$ cat config.mk
export PLATFORM = sky130hd
export DESIGN_NAME = converter_sched
export DESIGN_NICKNAME = d
export VERILOG_FILES = /design/src/rtl/converter_sched.sv
export SDC_FILE = /design/constraint.sdc
export NUM_CORES = 1
export LEC_CHECK = 0
export ABC_AREA = 1
export CORE_UTILIZATION = 49
export CTS_BUF_LIST = sky130_fd_sc_hd__clkbuf_4
export DETAILED_ROUTE_END_ITERATION = 6
export PLACE_DENSITY = 0.84
export SLEW_MARGIN = 20
export SYNTH_ARGS = -nofsm -noshare
export SYNTH_HDL_FRONTEND = slang
export SYNTH_SLANG_ARGS = --single-unit
export TNS_END_PERCENT = 5
$ cat constraint.sdc
create_clock -name clk -period 2.6 [get_ports clk]
set_input_delay 0.39 -clock clk [delete_from_list [all_inputs] [get_ports clk]]
set_output_delay 0.39 -clock clk [all_outputs]
set_load 0.01 [all_outputs]
$ cat src/rtl/converter_sched.sv
// rtl/converter_sched.sv - two-requester round-robin scheduler that serialises 16-bit words into a byte stream
module converter_sched #(
    parameter int MSB_FIRST = 1
) (
    input  logic        clk,
    input  logic        rst,
    input  logic        req0,
    input  logic [15:0] data0,
    output logic        gnt0,
    input  logic        req1,
    input  logic [15:0] data1,
    output logic        gnt1,
    output logic [7:0]  dataout,
    output logic        out_valid,
    input  logic        out_ready,
    output logic        out_src,
    output logic        busy,
    output logic [7:0]  word_cnt
);

    typedef enum logic [1:0] {
        IDLE   = 2'd0,
        FIRST  = 2'd1,
        SECOND = 2'd2
    } state_t;

    state_t      state;
    state_t      state_next;
    logic [15:0] hold;
    logic        last_gnt;
    logic        req_any;
    logic        winner;
    logic        capture;
    logic        word_done;

    // Tie goes to whoever was not granted last; a lone requester always wins.
    assign req_any = req0 | req1;
    assign winner  = (req0 & req1) ? ~last_gnt : req1;

    always_comb begin
        state_next = state;
        capture    = 1'b0;
        word_done  = 1'b0;
        case (state)
            IDLE: begin
                if (req_any) begin
                    capture    = 1'b1;
                    state_next = FIRST;
                end
            end
            FIRST: begin
                if (out_ready) begin
                    state_next = SECOND;
                end
            end
            SECOND: begin
                if (out_ready) begin
                    word_done = 1'b1;
                    if (req_any) begin
                        capture    = 1'b1;
                        state_next = FIRST;
                    end else begin
                        state_next = IDLE;
                    end
                end
            end
            default: state_next = IDLE;
        endcase
    end

    always_ff @(posedge clk) begin
        if (rst) begin
            state    <= IDLE;
            hold     <= 16'h0000;
            last_gnt <= 1'b1;
            word_cnt <= 8'h00;
            gnt0     <= 1'b0;
            gnt1     <= 1'b0;
            out_src  <= 1'b0;
        end else begin
            state <= state_next;
            gnt0  <= capture & ~winner;
            gnt1  <= capture & winner;
            if (capture) begin
                hold     <= winner ? data1 : data0;
                out_src  <= winner;
                last_gnt <= winner;
            end
            if (word_done) begin
                word_cnt <= word_cnt + 8'd1;
            end
        end
    end

    // Stream outputs decode only registered state so nothing flows through from the inputs.
    always_comb begin
        dataout = 8'h00;
        case (state)
            FIRST:   dataout = (MSB_FIRST != 0) ? hold[15:8] : hold[7:0];
            SECOND:  dataout = (MSB_FIRST != 0) ? hold[7:0]  : hold[15:8];
            default: dataout = 8'h00;
        endcase
    end

    assign out_valid = (state != IDLE);
    assign busy      = (state != IDLE);

endmodule

== After elaboration in Yosys (flattened, before gate mapping) ==
Cells that the tools add are included.

* Register bits after elaboration: 30
* Latch bits: 0
* Memory bits (writable): 0
* ROM bits: 0
* Input bits: 37
* Output and inout port bits: 21
* Logic and storage cells: 35
* Memories: 0

* Add/subtract/negate cells: 1
* Multipliers: 0
* Div/mod/pow operators: 0
* Order comparisons: 0
* Eq/ne operators: 5
* Shift operators: 0
* Multiplexer cells: 13
* Bitwise gates (word level): 6
* Reduce and logical (&&, ||, !) cells: 3

{| class="wikitable"
|+ Operator list
! kind !! number
|-
| $mux 16 || 1
|-
| $pmux 8 s2 || 1
|-
| $add 8x1->8 const B || 1
|-
| $mux 1 || 6
|-
| $mux 2 || 3
|-
| $ne 2x2->1 const B || 3
|-
| $pmux 2 s3 || 1
|-
| $and 1x1->1 || 3
|-
| $reduce_and 3->1 || 1
|-
| $eq 2x1->1 const B || 1
|-
| $eq 2x2->1 const B || 1
|-
| $logic_not 2->1 || 1
|-
| $not 1->1 || 2
|-
| $pmux 1 s2 || 1
|-
| $reduce_bool 2->1 || 1
|-
| $or 1x1->1 || 1
|}

== Depth between registers and ports, before layout ==
Gate-level depths: netlist of the first run.

* Word-level depth: 5
* Gate-level depth with buffers: 9
* Mapped depth without buffers: 8

== Worst setup path after synthesis of the first run ==
No wires, ideal clock.

* Kind: register to output
* Start point: reg state[0]
* End point: out dataout[1]
* Arrival: 1.226 ns
* Path slack: 0.984 ns
* Cell stages (with the launch flop): 6
* Buffers on the path: 1
* Cells stage by stage: dfxtp_1 > inv_1 > ha_1 > clkbuf_1 > nand2_1 > a21oi_1

* Word-level cells in the longest chain between the ends: 2

{| class="wikitable"
|+ Ends and longest elaborated chain
! item !! line !! RTL
|-
| start, declared || 27 || <nowiki>state_t state;</nowiki>
|-
| start signal, assigned || 81 || <nowiki>state <= state_next;</nowiki>
|-
| $eq 2x2->1 / $eq 2x1->1 (equally long branches) || 98 || <nowiki>case (state)</nowiki>
|-
| $pmux 8 s2 * || 98 ||
|-
| end, declared || 13 || <nowiki>output logic [7:0] dataout,</nowiki>
|}

Mark *: on every way between the ends. The rest lies on a longest branch, timed or not.

== Worst setup path in the final report of the first run ==
* Start point: reg state[1]
* End point: out dataout[1]

Same word-level chain as after synthesis.

==> flow_metrics.env, run 1 <==
export IMPL_post_route_drc_count=0
export IMPL_hpwl_dp_um=2840
export IMPL_timing_critical_path_cells="inv_1, ha_1, nand2_1, a21oi_1, clkdlybuf4s50_1"
export IMPL_timing_final_crit_share=0.935
export IMPL_timing_max_cap_violations=0
export IMPL_synth_top_cell_area_share=0.386
export IMPL_post_drt_wl_per_cell_um=12.9
export IMPL_areaGrowthSynthToFinish_pct=41.0
export IMPL_synthArstFlopShare=0
export IMPL_worst_path_largest_cell_delay_ps=580
export IMPL_wire_length_after_detailed_routing_um=4040
export IMPL_grt_first_pass_wirelength_um=6340
export IMPL_dr_total_vias=1680
export IMPL_worst_slew_pin_transition_ps=523
export IMPL_globalRouteMet3Util=0.0857
export IMPL_floorplan_io_pins=58
export IMPL_fillers=275
export IMPL_tmin_final_ps=2430
export IMPL_synth_enable_flop_cells=0
export IMPL_ys_flop_type="sky130_fd_sc_hd__dfxtp_1"
export IMPL_clockBufferDepth=2
export IMPL_met1_usage=0.311
export IMPL_cell_area_after_technology_mapping_mm2=0.00156
export IMPL_grt_max_degree=36
export IMPL_initial_core_util=0.514
export IMPL_gr_max_usage_layer="met2"
export IMPL_cts_made_buffers=5
export IMPL_critPathKind="register to output port"
export IMPL_placed_cells=306
export IMPL_net_count_after_synthesis=258
export IMPL_crit_required_ps=2210
export IMPL_fmax_mhz=411
export IMPL_grt_pass1_vias=1424
export IMPL_synth_cell_types=23
export IMPL_final_cells=314
export IMPL_gr_usage_all_layers=0.248
export IMPL_startpoint_type="register"
export IMPL_cts_max_level=2
export IMPL_crit_path_end_kind="output port"
export IMPL_critPathMaxFanout=9
export IMPL_vias_per_cell=5.35
export IMPL_mostFrequentLayoutCells="sky130_fd_sc_hd__clkdlybuf4s50_1 (57), sky130_fd_sc_hd__nand3_1 (54), sky130_fd_sc_hd__nand2_1 (39), sky130_fd_sc_hd__dfxtp_1 (30), sky130_fd_sc_hd__nand4_1 (17)"
export IMPL_netlist_top_cells_area="sky130_fd_sc_hd__dfxtp_1 (39%), sky130_fd_sc_hd__nand3_1 (17%), sky130_fd_sc_hd__nand2_1 (9.4%), sky130_fd_sc_hd__nand4_1 (6.8%), sky130_fd_sc_hd__a21oi_1 (4.8%)"
export IMPL_number_of_antenna_violations_at_the_first_check_in_global_routing=0
export IMPL_dieWidth_um=58.4
export IMPL_final_hold_viol_count=0
export IMPL_run_status="complete, no violations"
export IMPL_post_synthesis_sequential_element_count=30
export IMPL_synthCells=215
export IMPL_insertion_delay_ps=330
export IMPL_maxSlewHeadroom=0.651
export IMPL_tritoncts="yes"
export IMPL_grt_remaining_overflow=0
export IMPL_most_common_library_cell_in_the_layout_ignoring_fill_and_taps="sky130_fd_sc_hd__clkdlybuf4s50_1"
export IMPL_syn_avg_cell_area_um2=7.25
export IMPL_groute_layer_met2_usage=0.384
export IMPL_floorplan_core_area_mm2=0.00303
export IMPL_drt_first_pass_iters=4
export IMPL_finalClockSkew_ps=6.78
export IMPL_fin_util=0.725
export IMPL_tns_ps=0
export IMPL_rsz0062_at_grt="no"
export IMPL_row_count=20
export IMPL_critical_path_slowest_cell="sky130_fd_sc_hd__clkdlybuf4s50_1"
export IMPL_setup_viol_count_final=0
export IMPL_gp_congestion=0.897
export IMPL_yosysWarnings=0
export IMPL_synth_area_leader_cell="sky130_fd_sc_hd__dfxtp_1"
export IMPL_n_antenna_cell=0
export IMPL_dieArea_mm2=0.00341
export IMPL_reg2reg_slack_ps=680
export IMPL_vdd_drop_max_mv=0.532
export IMPL_first_iter_violations=118
export IMPL_p_per_area_mw_per_mm2=709
export IMPL_power_leakage_nw=0.879
export IMPL_number_of_port_buffers=57
export IMPL_die_h_um=58.4
export IMPL_final_antenna_net_count=0
export IMPL_hp_class="register to register"
export IMPL_final_max_slew_violation_count=0
export IMPL_cts_root_buf="sky130_fd_sc_hd__clkbuf_4"
export IMPL_post_route_cells_drive_above_1_share=0.0667
export IMPL_clock_sinks=30
export IMPL_clkTransAtPathRegs_ps=90
export IMPL_synth_seq_area_share=0.386
export IMPL_cp_data_arrival_time_ps=2040
export IMPL_fin_nets=312
export IMPL_cts_setup_buffers=0
==> cells in the mapped netlist (2+ instances only) <==
master / number
sky130_fd_sc_hd__buf_4: 3
sky130_fd_sc_hd__dfxtp_1: 30
sky130_fd_sc_hd__nand3_1: 54
sky130_fd_sc_hd__buf_2: 3
sky130_fd_sc_hd__ha_1: 6
sky130_fd_sc_hd__a21oi_1: 15
sky130_fd_sc_hd__clkbuf_1: 5
sky130_fd_sc_hd__nor2_1: 13
sky130_fd_sc_hd__nor3_1: 2
sky130_fd_sc_hd__inv_1: 15
sky130_fd_sc_hd__nand2_2: 2
sky130_fd_sc_hd__nand4_1: 17
sky130_fd_sc_hd__nand2_1: 39
sky130_fd_sc_hd__buf_6: 2
==> final timing paths <==
path / from / end / depth (start not counted)
setup / recovery: state[1] / dataout[1] / 5
hold / removal: out_src / out_src / 2
setup reg to reg: state[0] / hold[10] / 8
hold reg to reg: out_src / out_src / 2
==> critical path: cells and delay by family (launching register included) <==
kind | cells | cell delay [ps]
compound gates | 1 | 190
fa+ha+maj | 1 | 380
buf+inv | 2 | 690
flops | 1 | 350
simple gates | 1 | 110
==> power by group <==
group	internal [mW]	switching (mW)	total, mW	leakage [nW]
Sequential	0.558	0.0672	0.625	0.246
Clock	0.112	0.160	0.272	0.0331
Combinational	0.259	0.400	0.659	0.600
==> layout make-up <==
cell class / instances / area (µm²) / area share
clock buffers: 6 / 45.0 / 0.0205
clock inverters: 2 / 8.76 / 0.00399
inverters: 16 / 60.1 / 0.0274
multi-input cells: 156 / 821 / 0.374
flip-flops and latches: 30 / 601 / 0.274
well taps: 44 / 55.1 / 0.0251
repair buffers: 60 / 606 / 0.276
==> sequential cells by signal, indices dropped and copies added (netlist names) <==
name,flops
hold,16
word_cnt,8
state,2
gnt0,1
gnt1,1
last_gnt,1
out_src,1
==> kinds of logic after synthesis <==
| logic type | share of synthesized area |
|---|---|
| AND/OR/NAND/NOR | 0.395 |
| flip-flops | 0.386 |
| buffers and inverters | 0.0891 |
| AO/OA/AOI/OAI | 0.0819 |
| adder cells (fa/ha/maj) | 0.0482 |
==> repair_timing <==
action                                  CTS  global route
resized for setup                         0             1
hold buffers                              0             0
endpoints found under the setup margin    0             6
==> routing by layer <==
metal / vias up / wire length, µm
li1: 840 / -
met1: 759 / 1760
met2: 70 / 1940
met3: 11 / 256
met4: 0 / 76
met5: - / 0
==> stage by stage <==
step	instance area (µm²)	power, mW	hold slack, ps	worst slack [ps]
floorplan	1560	1.07	459	984
global placement	2140	1.27	451	540
detailed placement	2140	1.28	457	472
CTS	2190	1.55	469	67.2
global route	2200	1.66	514	63.1
finish	2200	1.56	465	169
(Power assumes the default switching activity.)
==> run 2, diff against run 1 <==
--- a/config.mk
+++ b/config.mk
@@ -9,6 +9,7 @@
 export CORE_UTILIZATION = 49
 export CTS_BUF_LIST = sky130_fd_sc_hd__clkbuf_4
 export DETAILED_ROUTE_END_ITERATION = 6
+export MAX_ROUTING_LAYER = met4
 export PLACE_DENSITY = 0.84
 export SLEW_MARGIN = 20
 export SYNTH_ARGS = -nofsm -noshare
==> run 2 against run 1 <==
  * Sequential cell count is the same
  * Sequential share of layout area is the same
  * Power shrank 0.25%
  * Register-to-register slack is essentially flat
  * Routed wire length shrank 0.54%
  * Count of clock-buffer cells in the layout is the same
  * First-iteration DRC count grew 3.4%
  * Combinational power shrank 0.6%
  * Cell area is the same
  * Hold slack is essentially flat
  * Final cell count is the same
==> flow_metrics.env, run 2 (synthesis gave the netlist of run 1 again) <==
export IMPL_run_status="complete, no violations"
export IMPL_final_hold_viol_count=0
export IMPL_seq_area_um2=601
export IMPL_setup_viol_count_final=0
export IMPL_reg_largest_list="hold x16, word_cnt x8, state x2"
export IMPL_groute_layer_met2_usage=0.383
export IMPL_crit_path_end_kind="output port"
export IMPL_worst_path_largest_cell_delay_ps=590
export IMPL_crit_required_ps=2210
export IMPL_hpwl_dp_um=2840
export IMPL_worst_slew_pin_transition_ps=517
export IMPL_worstHoldStart="out_src"
export IMPL_dr_total_vias=1671
export IMPL_number_of_port_buffers=57
export IMPL_fillers=275
export IMPL_clkTransAtPathRegs_ps=90
export IMPL_gr_usage_all_layers=0.255
export IMPL_globalRouteMet3Util=0.0857
export IMPL_largest_register="hold"
export IMPL_floorplan_core_area_mm2=0.00303
export IMPL_gp_congestion=0.913
export IMPL_rr_startpoint="state[0]"
export IMPL_startpoint_type="register"
export IMPL_fin_util=0.725
export IMPL_grt_remaining_overflow=0
export IMPL_cp_data_arrival_time_ps=2050
export IMPL_grt_pass1_vias=1412
export IMPL_tritoncts="yes"
export IMPL_multi_input_comb_area_um2=821
export IMPL_most_common_library_cell_in_the_layout_ignoring_fill_and_taps="sky130_fd_sc_hd__clkdlybuf4s50_1"
export IMPL_number_of_antenna_violations_at_the_first_check_in_global_routing=0
export IMPL_cts_max_level=2
export IMPL_timing_critical_path_cells="inv_1, ha_1, nand2_1, a21oi_1, clkdlybuf4s50_1"
export IMPL_reg2reg_slack_ps=690
export IMPL_vias_per_cell=5.32
export IMPL_reg2regPathDepth=8
export IMPL_cts_setup_buffers=0
export IMPL_post_route_cells_drive_above_1_share=0.0667
export IMPL_fmax_mhz=409
export IMPL_tmin_final_ps=2440
export IMPL_largest_register_ff_count=16
export IMPL_first_iter_violations=122
export IMPL_wire_length_after_detailed_routing_um=4020
export IMPL_areaGrowthSynthToFinish_pct=41.0
export IMPL_fin_nets=312
export IMPL_min_delay_worst_endpoint="out_src"
export IMPL_timing_max_cap_violations=0
export IMPL_clockBufferDepth=2
export IMPL_postCtsHoldBufs=0
export IMPL_critical_path_slowest_cell="sky130_fd_sc_hd__clkdlybuf4s50_1"
export IMPL_cts_made_buffers=5
export IMPL_post_cts_resize_count=0
export IMPL_drt_first_pass_iters=4
export IMPL_cts_root_buf="sky130_fd_sc_hd__clkbuf_4"
export IMPL_final_max_slew_violation_count=0
export IMPL_gr_max_usage_layer="met2"
export IMPL_die_h_um=58.4
export IMPL_rsz0062_at_grt="no"
export IMPL_hp_class="register to register"
export IMPL_grt_max_degree=36
export IMPL_timing_final_crit_share=0.940
export IMPL_finalClockSkew_ps=7.03
export IMPL_clock_sinks=30
export IMPL_met1_usage=0.312
export IMPL_mostFrequentLayoutCells="sky130_fd_sc_hd__clkdlybuf4s50_1 (57), sky130_fd_sc_hd__nand3_1 (54), sky130_fd_sc_hd__nand2_1 (39), sky130_fd_sc_hd__dfxtp_1 (30), sky130_fd_sc_hd__nand4_1 (17)"
export IMPL_initial_core_util=0.514
export IMPL_final_antenna_net_count=0
export IMPL_dieWidth_um=58.4
export IMPL_power_leakage_nw=0.879
export IMPL_critPathMaxFanout=9
export IMPL_timing_hold_worst_path_depth=2
export IMPL_critPathKind="register to output port"
export IMPL_dieArea_mm2=0.00341
export IMPL_n_antenna_cell=0
export IMPL_post_route_drc_count=0
export IMPL_floorplan_io_pins=58
export IMPL_vdd_drop_max_mv=0.531
export IMPL_p_per_area_mw_per_mm2=707
export IMPL_post_drt_wl_per_cell_um=12.8
export IMPL_maxSlewHeadroom=0.654
export IMPL_row_count=20
export IMPL_tns_ps=0
export IMPL_insertion_delay_ps=330
export IMPL_grt_first_pass_wirelength_um=6330
export IMPL_r2r_end="hold[10]"
==> run 2: cell counts in the layout (fill, tap and decap cells not counted) <==
No cell type changed its count.
==> run 2: worst max-delay path by stage <==
stage | start | slack, ps | depth (start not counted) | to
after floorplan | state[0] | 980 | 5 | dataout[1]
after global placement | state[0] | 540 | 5 | dataout[3]
after detailed placement | state[0] | 470 | 5 | dataout[1]
after CTS | state[0] | 70 | 5 | dataout[1]
after global routing | state[1] | 60 | 5 | dataout[2]
final | state[1] | 160 | 5 | dataout[1]
==> run 2: routing by layer <==
layer	wire length, µm	vias up
met1	1730	760
met4	68	0
met2	1970	62
met5	0	-
met3	243	9
li1	-	840
==> run 2: through the flow <==
| stage | instance area [µm²] | std cells | power (mW) | worst slack (ps) | hold WS, ps |
|---|---|---|---|---|---|
| 2_1_floorplan | 1560 | 215 | 1.07 | 984 | 459 |
| 3_3_place_gp | 2140 | 306 | 1.27 | 540 | 451 |
| 3_5_place_dp | 2140 | 306 | 1.28 | 472 | 457 |
| 4_1_cts | 2190 | 314 | 1.55 | 67.2 | 469 |
| 5_1_grt | 2200 | 314 | 1.66 | 63.1 | 514 |
| 6_report | 2200 | 314 | 1.55 | 155 | 466 |
==> run 2: layout make-up <==
type	instances	share of cell area
flip-flops and latches	30	0.274
clock inverters	2	0.00399
inverters	16	0.0274
multi-input cells	156	0.374
clock buffers	6	0.0205
repair buffers	60	0.276
well taps	44	0.0251
==> run 2: critical path: cells and delay by family (launching register included) <==
kind / cells / cell delay (ps)
DFF: 1 / 350
adders and majority gates: 1 / 380
buffers and inverters: 2 / 700
AOI/OAI and AO/OA: 1 / 190
and+or+nand+nor: 1 / 110
==> run 2: power by group <==
part | switching [mW] | total [mW] | leakage (nW) | internal, mW
clock network | 0.161 | 0.272 | 0.0331 | 0.112
registers | 0.0665 | 0.624 | 0.246 | 0.558
logic | 0.396 | 0.655 | 0.600 | 0.259
total | 0.623 | 1.55 | 0.879 | 0.929
